File: src/rtl/fv_pkg.sv
// Shared FV ring constants and coefficient types for the multiplier/adder datapath.
package fv_pkg;
  localparam int N     = 4;
  localparam int QW    = 5;
  localparam int Q     = 31;
  localparam int EW    = 3;
  localparam int DELTA = Q / 2;
  localparam int IW    = (N > 1) ? $clog2(N) : 1;

  typedef logic [QW-1:0]        coeff_t;
  typedef logic [IW-1:0]        idx_t;
  typedef logic signed [QW+1:0] wide_t;
endpackage

File: src/rtl/fv_ct_adder_mod_add_q.sv
// Combinational a + b mod Q for a in [0,Q-1] and signed b with |b| < Q; one correction step.
module mod_add_q
  import fv_pkg::*;
(
  input  coeff_t i_a,
  input  wide_t  i_b,
  output coeff_t o_sum
);

  localparam wide_t QS = wide_t'(Q);

  wide_t w_t;
  wide_t w_r;

  always_comb begin
    w_t = wide_t'({2'b00, i_a}) + i_b;
    w_r = w_t;
    if (w_t < 0) begin
      w_r = w_t + QS;
    end else if (w_t >= QS) begin
      w_r = w_t - QS;
    end
  end

  assign o_sum = w_r[QW-1:0];

endmodule

File: src/rtl/fv_ct_adder.sv
// Joins z, e and m streams into ciphertext coefficients c = z + e + DELTA*m mod Q,
// two-stage pipeline with a generated polynomial frame and a sticky framing-error flag.
module fv_ct_adder
  import fv_pkg::*;
(
  input  logic          clk,
  input  logic          s_rst,
  input  logic          i_z_vld,
  output logic          o_z_rdy,
  input  logic          i_z_last,
  input  coeff_t        i_z_data,
  input  logic          i_e_vld,
  output logic          o_e_rdy,
  input  logic          i_e_last,
  input  logic [EW-1:0] i_e_data,
  input  logic          i_m_vld,
  output logic          o_m_rdy,
  input  logic          i_m_last,
  input  logic          i_m_data,
  output logic          o_c_vld,
  input  logic          i_c_rdy,
  output logic          o_c_last,
  output coeff_t        o_c_data,
  output logic          err_last
);

  // Handshake: a beat moves on a rising edge where vld && rdy. Each input rdy depends on
  // the other two vld (never on its own), so the three inputs are consumed together; c holds
  // data/last stable while o_c_vld && !i_c_rdy.
  logic          r_s1_vld;
  coeff_t        r_s1_sum;
  logic [EW-1:0] r_s1_e;
  logic          r_s1_last;
  logic          r_s2_vld;
  coeff_t        r_s2_data;
  logic          r_s2_last;
  idx_t          r_idx;
  logic          r_err;

  logic   w_en;
  logic   w_acc;
  logic   w_idx_last;
  logic   w_lerr;
  wide_t  w_s1_b;
  wide_t  w_s2_b;
  coeff_t w_s1_sum;
  coeff_t w_s2_sum;

  assign w_en       = !r_s2_vld || i_c_rdy;
  assign w_acc      = !s_rst && w_en && i_z_vld && i_e_vld && i_m_vld;
  assign o_z_rdy    = !s_rst && w_en && i_e_vld && i_m_vld;
  assign o_e_rdy    = !s_rst && w_en && i_z_vld && i_m_vld;
  assign o_m_rdy    = !s_rst && w_en && i_z_vld && i_e_vld;
  assign w_idx_last = (r_idx == idx_t'(N - 1));
  assign w_lerr     = (i_z_last != w_idx_last) || (i_e_last != w_idx_last) ||
                      (i_m_last != w_idx_last);
  assign w_s1_b     = i_m_data ? wide_t'(DELTA) : '0;
  assign w_s2_b     = {{(QW + 2 - EW){r_s1_e[EW-1]}}, r_s1_e};

  mod_add_q u_stage1 (
    .i_a   (i_z_data),
    .i_b   (w_s1_b),
    .o_sum (w_s1_sum)
  );

  mod_add_q u_stage2 (
    .i_a   (r_s1_sum),
    .i_b   (w_s2_b),
    .o_sum (w_s2_sum)
  );

  always_ff @(posedge clk or posedge s_rst) begin
    if (s_rst) begin
      r_s1_vld  <= 1'b0;
      r_s1_sum  <= '0;
      r_s1_e    <= '0;
      r_s1_last <= 1'b0;
      r_s2_vld  <= 1'b0;
      r_s2_data <= '0;
      r_s2_last <= 1'b0;
      r_idx     <= '0;
      r_err     <= 1'b0;
    end else begin
      if (w_en) begin
        r_s2_vld  <= r_s1_vld;
        r_s2_data <= w_s2_sum;
        r_s2_last <= r_s1_last;
        r_s1_vld  <= w_acc;
      end
      if (w_acc) begin
        r_s1_sum  <= w_s1_sum;
        r_s1_e    <= i_e_data;
        r_s1_last <= w_idx_last;
        r_idx     <= w_idx_last ? '0 : idx_t'(r_idx + 1'b1);
        if (w_lerr) begin
          r_err <= 1'b1;
        end
      end
    end
  end

  assign o_c_vld  = r_s2_vld;
  assign o_c_last = r_s2_last;
  assign o_c_data = r_s2_data;
  assign err_last = r_err;

endmodule
File: config.mk
export PLATFORM = sky130hd
export DESIGN_NAME = fv_ct_adder
export DESIGN_NICKNAME = d
export VERILOG_FILES = /design/src/rtl/fv_pkg.sv /design/src/rtl/fv_ct_adder_mod_add_q.sv /design/src/rtl/fv_ct_adder.sv
export SDC_FILE = /design/constraint.sdc
export NUM_CORES = 1
export LEC_CHECK = 0
export ABC_AREA = 1
export BUFFER_PORTS_ARGS = -buffer_cell sky130_fd_sc_hd__buf_2
export CAP_MARGIN = 20
export CORE_AREA = 8 8 79 67
export CTS_CLUSTER_DIAMETER = 30
export DETAILED_ROUTE_END_ITERATION = 8
export DIE_AREA = 0 0 87 75
export PLACE_DENSITY = 0.58
export SLEW_MARGIN = 20
export SYNTH_ARGS = -nofsm -noshare
export SYNTH_HDL_FRONTEND = slang
export SYNTH_SLANG_ARGS = --single-unit
export TNS_END_PERCENT = 30
File: constraint.sdc
create_clock -name clk -period 2.6 [get_ports clk]
set_clock_uncertainty 0.1 [all_clocks]
set_input_delay 0.26 -clock clk [delete_from_list [all_inputs] [get_ports clk]]
set_output_delay 0.26 -clock clk [all_outputs]
set_load 0.05 [all_outputs]
# ---- After elaboration in Yosys (flattened, before gate mapping)
# Cells that the tools add are included.
dict set report op_classes {
  add_sub_neg 7
  n_lt_le_gt_ge 4
  n_eq_ne 4
  n_mux 6
  n_reduce_logical 13
}
# operator n
set ops {}
lappend ops {{two-way mux 5 bit} 4}
lappend ops {{adder 5 x 1 -> 5 bit (second input constant)} 2}
lappend ops {{subtractor 5 x 1 -> 5 bit (second input constant)} 2}
lappend ops {{adder 6 x 3 -> 7 bit} 1}
lappend ops {{greater-or-equal comparator 7 x 6 -> 1 bit (second input constant)} 1}
lappend ops {{logical AND 1 bit} 7}
lappend ops {{less-than comparator 7 x 1 -> 1 bit (second input constant)} 1}
lappend ops {{adder 5 x 4 -> 6 bit} 1}
lappend ops {{greater-or-equal comparator 6 x 5 -> 1 bit (second input constant)} 1}
lappend ops {{less-than comparator 6 x 1 -> 1 bit (second input constant)} 1}
lappend ops {{two-way mux 4 bit} 1}
lappend ops {{logical OR 1 bit} 3}
lappend ops {{inequality test 1 bit} 3}
lappend ops {{adder 2 x 1 -> 2 bit (second input constant)} 1}
lappend ops {{equality test 2 bit (second input constant)} 1}
lappend ops {{logical NOT 1 bit} 2}
lappend ops {{two-way mux 2 bit} 1}
lappend ops {{AND reduction 2 bit} 1}
dict set report totals {
  register_bits 20
  input_bits 18
}

# ---- Logic depth before layout (Yosys ltp)
dict set report depth {
  depth_word 7
  ltp_mapped 15
}

# ---- Modules after synthesis
# Synthesis repeated with hierarchy kept, for this count alone.
dict set report hier_totals {
  hier_cells 307
  hier_area_um2 2006.9
}
# module instances cells_each area_each_um2 seq_area_each_um2
set modules_own_cells {}
lappend modules_own_cells {fv_ct_adder 1 105 930.9 500.5}
lappend modules_own_cells {{mod_add_q at u_stage1} 1 102 540.5 0.0}
lappend modules_own_cells {{mod_add_q at u_stage2} 1 100 535.5 0.0}

# ---- Worst setup path after synthesis
# Ideal clock, no wire load.
dict set report synth_path {
  kind {register to register}
  startpoint {reg r_s1_sum[0]}
  endpoint {reg r_s2_data[2], in the netlist o_c_data[2]}
  arrival_ns 1.929
  required_ns 2.381
  path_slack_ns 0.452
  path_stages_with_launch 15
  n_path_buf 0
  synth_period_minus_slack_ns 2.148
  path_cell_list {dfrtp_1 ha_1 inv_1 fa_1 inv_1 ha_1 nand2_1 nand2_1 nand3_2 nand2_4 nand3_1 nand2_1 nand2_1 nand3_1 nand2_1}
}
dict set report synth_via {
  elab_chain_len 4
}
# element line_no
set synth_rtl {}
lappend synth_rtl {{start, declared} fv_ct_adder.sv:31} ;# coeff_t r_s1_sum;
lappend synth_rtl {{start signal, assigned} fv_ct_adder.sv:91} ;# r_s1_sum <= w_s1_sum;
lappend synth_rtl {{adder 6 x 3 -> 7 bit (*)} fv_ct_adder_mod_add_q.sv:16} ;# w_t = wide_t'({2'b00, i_a}) + i_b;
lappend synth_rtl {{greater-or-equal comparator 7 x 6 -> 1 bit or subtractor 5 x 1 -> 5 bit (tied branches)} {fv_ct_adder_mod_add_q.sv:20, fv_ct_adder_mod_add_q.sv:21}}
lappend synth_rtl {{two-way mux 5 bit} fv_ct_adder_mod_add_q.sv:20} ;# end else if (w_t >= QS) begin
lappend synth_rtl {{two-way mux 5 bit (*)} fv_ct_adder_mod_add_q.sv:18} ;# if (w_t < 0) begin
lappend synth_rtl {{end signal, assigned} fv_ct_adder.sv:86} ;# r_s2_data <= w_s2_sum;
lappend synth_rtl {{end, declared} fv_ct_adder.sv:35} ;# coeff_t r_s2_data;
# Every way passes the cells marked *; elsewhere a longest branch is shown, timed or not.
# A chain may end at the register's enable or synchronous reset.

# ---- Worst setup path in the final report
dict set report layout_path {
  startpoint {reg r_s1_sum[0]}
  endpoint {reg r_s2_data[4], in the netlist o_c_data[4]}
}
# Same word-level chain as after synthesis.

==> flow_metrics.py <==
metrics = {
    "place": {
        "place.detailed.hpwl_mm": 2.59,
        "gp_congestion": 0.837,
        "port-buffer-count": 28,
    },
    "route": {
        "drc": 0,
        "wl_mm": 3.21,
        "wire_per_inst_um": 10.2,
        "drt_iter0_markers": 60,
        "via_per_inst": 4.55,
        "firstDrtPassIters": 4,
        "antenna_left": 0,
        "vias": 1424,
    },
    "setup_path": {
        "cp.arrival_ns": 2.37,
        "slowest_delay_ns": 0.45,
        "crit_type": "reg -> reg",
        "cp-start-kind": "flop",
        "reg2reg_depth": 14,
        "cpMaxStageDelayCell": "fa_1",
        "crit_path_max_fanout": 6,
        "crit_family": "adder cells",
        "reg2reg_slack_ns": 0.29,
        "end_kind": "flop",
        "regToRegStartpoint": "r_s1_sum[0]",
        "path_cells": "ha_1 -> inv_1 -> fa_1 -> inv_1 -> ha_1 -> nand2_1 -> nand2_1 -> nand3_2 -> nand2_4 -> nand3_1 -> nand2_1 -> nand2_1 -> nand3_1 -> nand2_1",
        "timing.critical_path.mode_cell": "nand2_1",
        "r2r-end": "o_c_data[4]",
        "worst-path-buf-inv": 2,
        "critPathRequiredTime_ns": 2.66,
    },
    "clock_tree": {
        "clockBufferDepth": 2,
        "cts_made_buffers": 3,
        "tritoncts": "yes",
        "ctsHoldBuffers": 0,
        "clk-insertion-delay-late_ns": 0.26,
        "cts_setup_buffers": 0,
        "clk_root_buffer_cell": "clkbuf_8",
        "path_clk_slew_ns": 0.08,
        "htreeDepth": 1,
        "clock-sinks": 20,
        "cts.repair.resized": 0,
    },
    "yosys": {
        "yosysTopAreaCell": "dfrtp_1",
        "synth_area_leaders": "dfrtp_1 (32%), nand2_1 (19%), ha_1 (11%)",
        "netlist_area_mm2": 0.00156,
        "syn-instance-count": 224,
        "avgSynthCellArea_um2": 6.98,
        "synth_fp_nets": 258,
        "synth.distinct_cells": 25,
        "yosysSeqAreaShare": 0.320,
        "netlist.area_leader.share": 0.320,
        "ys_ff_latch": 20,
        "yosysWarningCount": 0,
    },
    "sta": {
        "fin_crit_sh": 0.890,
        "timing.final.max_slew_violations": 0,
        "worst_pin_slew_ns": 0.774,
        "setup_viol": 0,
        "fmax_mhz": 432,
        "tns_ns": 0,
        "hold_viol": 0,
        "rsz0062_at_grt": "no",
        "slew_headroom": 0.484,
        "period_needed_ns": 2.31,
    },
    "worst_hold_path": {
        "holdCritPathClass": "in -> async",
    },
    "grt": {
        "grt_usage": 0.106,
        "overflow": 0,
        "antenna_found_initial": 0,
        "grt_max_degree": 21,
        "grt_pass1_vias": 1336,
        "grt_first_pass_wirelength_mm": 5.63,
    },
    "cells_and_area": {
        "layout_commonest_cell": "nand2_1",
        "antenna_cells": 0,
        "layout-drive-gt1-share": 0.164,
        "fin_util": 0.460,
        "final_cell_mix": "nand2_1 (78), inv_1 (30), buf_2 (28)",
        "syn_to_final_growth_pct": 18.2,
        "fin_nets": 291,
    },
    "floorplanning": {
        "chipWidth_um": 87,
        "core-area_mm2": 0.00402,
        "die_h_um": 75,
        "ioPinCount": 29,
        "die_area_mm2": 0.00653,
        "core.rowCount": 21,
        "start_util": 0.389,
    },
    "status": {
        "status": "finished clean",
    },
    "pwr": {
        "p_leak_nw": 1.03,
        "max-vdd-ir-drop_mv": 0.444,
        "finalPower_mw": 1.81,
        "powerDensity_mw_per_mm2": 977,
    },
    "job": {
        "max_cap_viol_count": 0,
    },
}
==> worst register-to-register path, stage by stage (launching register included) <==
cell and delay (ns):
dfrtp_1 0.38, ha_1 0.22, inv_1 0.07, fa_1 0.45, inv_1 0.12, ha_1 0.17, nand2_1 0.08, nand2_1 0.10
nand3_2 0.09, nand2_4 0.10, nand3_1 0.09, nand2_1 0.07, nand2_1 0.04, nand3_1 0.07, nand2_1 0.06
==> Yosys cell counts <==
master    instances
nand3_2           1
nand3b_1          2
o21ai_2           1
nand2_1          78
a41oi_1           1
nand2_4           2
or4_1             1
xnor2_2           1
a31o_2            1
nand4_1           3
o21ai_0           8
inv_1            30
fa_1              2
ha_1             14
xor2_1            2
nand3_1          26
dfrtp_1          20
a21oi_1           7
nor3_1            1
buf_2             1
clkinv_1          2
and2_1            1
nor2_2            3
nor2_1           15
o21ai_1           1
==> sequential cells by signal, summed over array words and instances (netlist names), 2 cells and up <==
name / count
o_c_data: 5
r_s1_sum: 5
r_s1_e: 3
r_idx: 2
==> stage by stage <==
| step | worst slack [ns] | hold WS (ns) | std cells | cell area (um2) |
|---|---|---|---|---|
| 6_report | 0.286 | 0.0364 | 313 | 1850 |
| 3_3_place_gp | 0.339 | 0.346 | 309 | 1780 |
| 4_1_cts | 0.303 | 0.0669 | 313 | 1850 |
| 5_1_grt | 0.0721 | 0.103 | 313 | 1850 |
| 3_5_place_dp | 0.317 | 0.340 | 309 | 1780 |
| 2_1_floorplan | 0.452 | 0.124 | 224 | 1560 |
==> worst max path at each step <==
| stage | cells past startpoint | slack (ns) | to | start |
|---|---|---|---|---|
| 2_1_floorplan | 14 | 0.45 | o_c_data[2] | r_s1_sum[0] |
| 3_5_place_dp | 14 | 0.32 | o_c_data[4] | r_s1_e[0] |
| 4_1_cts | 14 | 0.30 | o_c_data[4] | r_s1_sum[0] |
| 3_3_place_gp | 14 | 0.34 | o_c_data[2] | r_s1_sum[0] |
| 6_report | 14 | 0.29 | o_c_data[4] | r_s1_sum[0] |
| 5_1_grt | 13 | 0.07 | o_c_data[4] | r_s1_e[0] |
==> per-layer routing <==
| metal | track usage | part of all wire | up-vias |
|---|---|---|---|
| li1 | - | - | 784 |
| met1 | 0.144 | 0.55 | 620 |
| met2 | 0.162 | 0.41 | 18 |
| met3 | 0.0316 | 0.035 | 2 |
| met4 | 0.0171 | 0.0034 | 0 |
| met5 | 0 | 0 | - |
==> logic make-up after synthesis <==
logic type,Yosys count,share of synthesized area
XOR/XNOR,3,0.0216
adder cells (fa/ha/maj),16,0.138
AND/OR/NAND/NOR,133,0.373
flip-flops,20,0.320
AO/OA/AOI/OAI,19,0.0680
buffers and inverters,33,0.0800
==> cell type report <==
cell class                 instances  area, um2
timing repair buffer              29        148
multi-input combinational        171        938
fill                             430       2170
clock inverter                     1       30.0
inverter                          32        120
tap                               57       71.3
sequential                        20        500
clock buffer                       3       41.3
==> where the power goes <==
| part | total, mW | internal, mW | leakage (nW) | switching, mW |
|---|---|---|---|---|
| sequential | 0.484 | 0.417 | 0.245 | 0.0674 |
| combinational | 1.00 | 0.332 | 0.751 | 0.672 |
| clock | 0.317 | 0.206 | 0.0357 | 0.112 |
No activity file was read; power rests on OpenSTA's default activity.
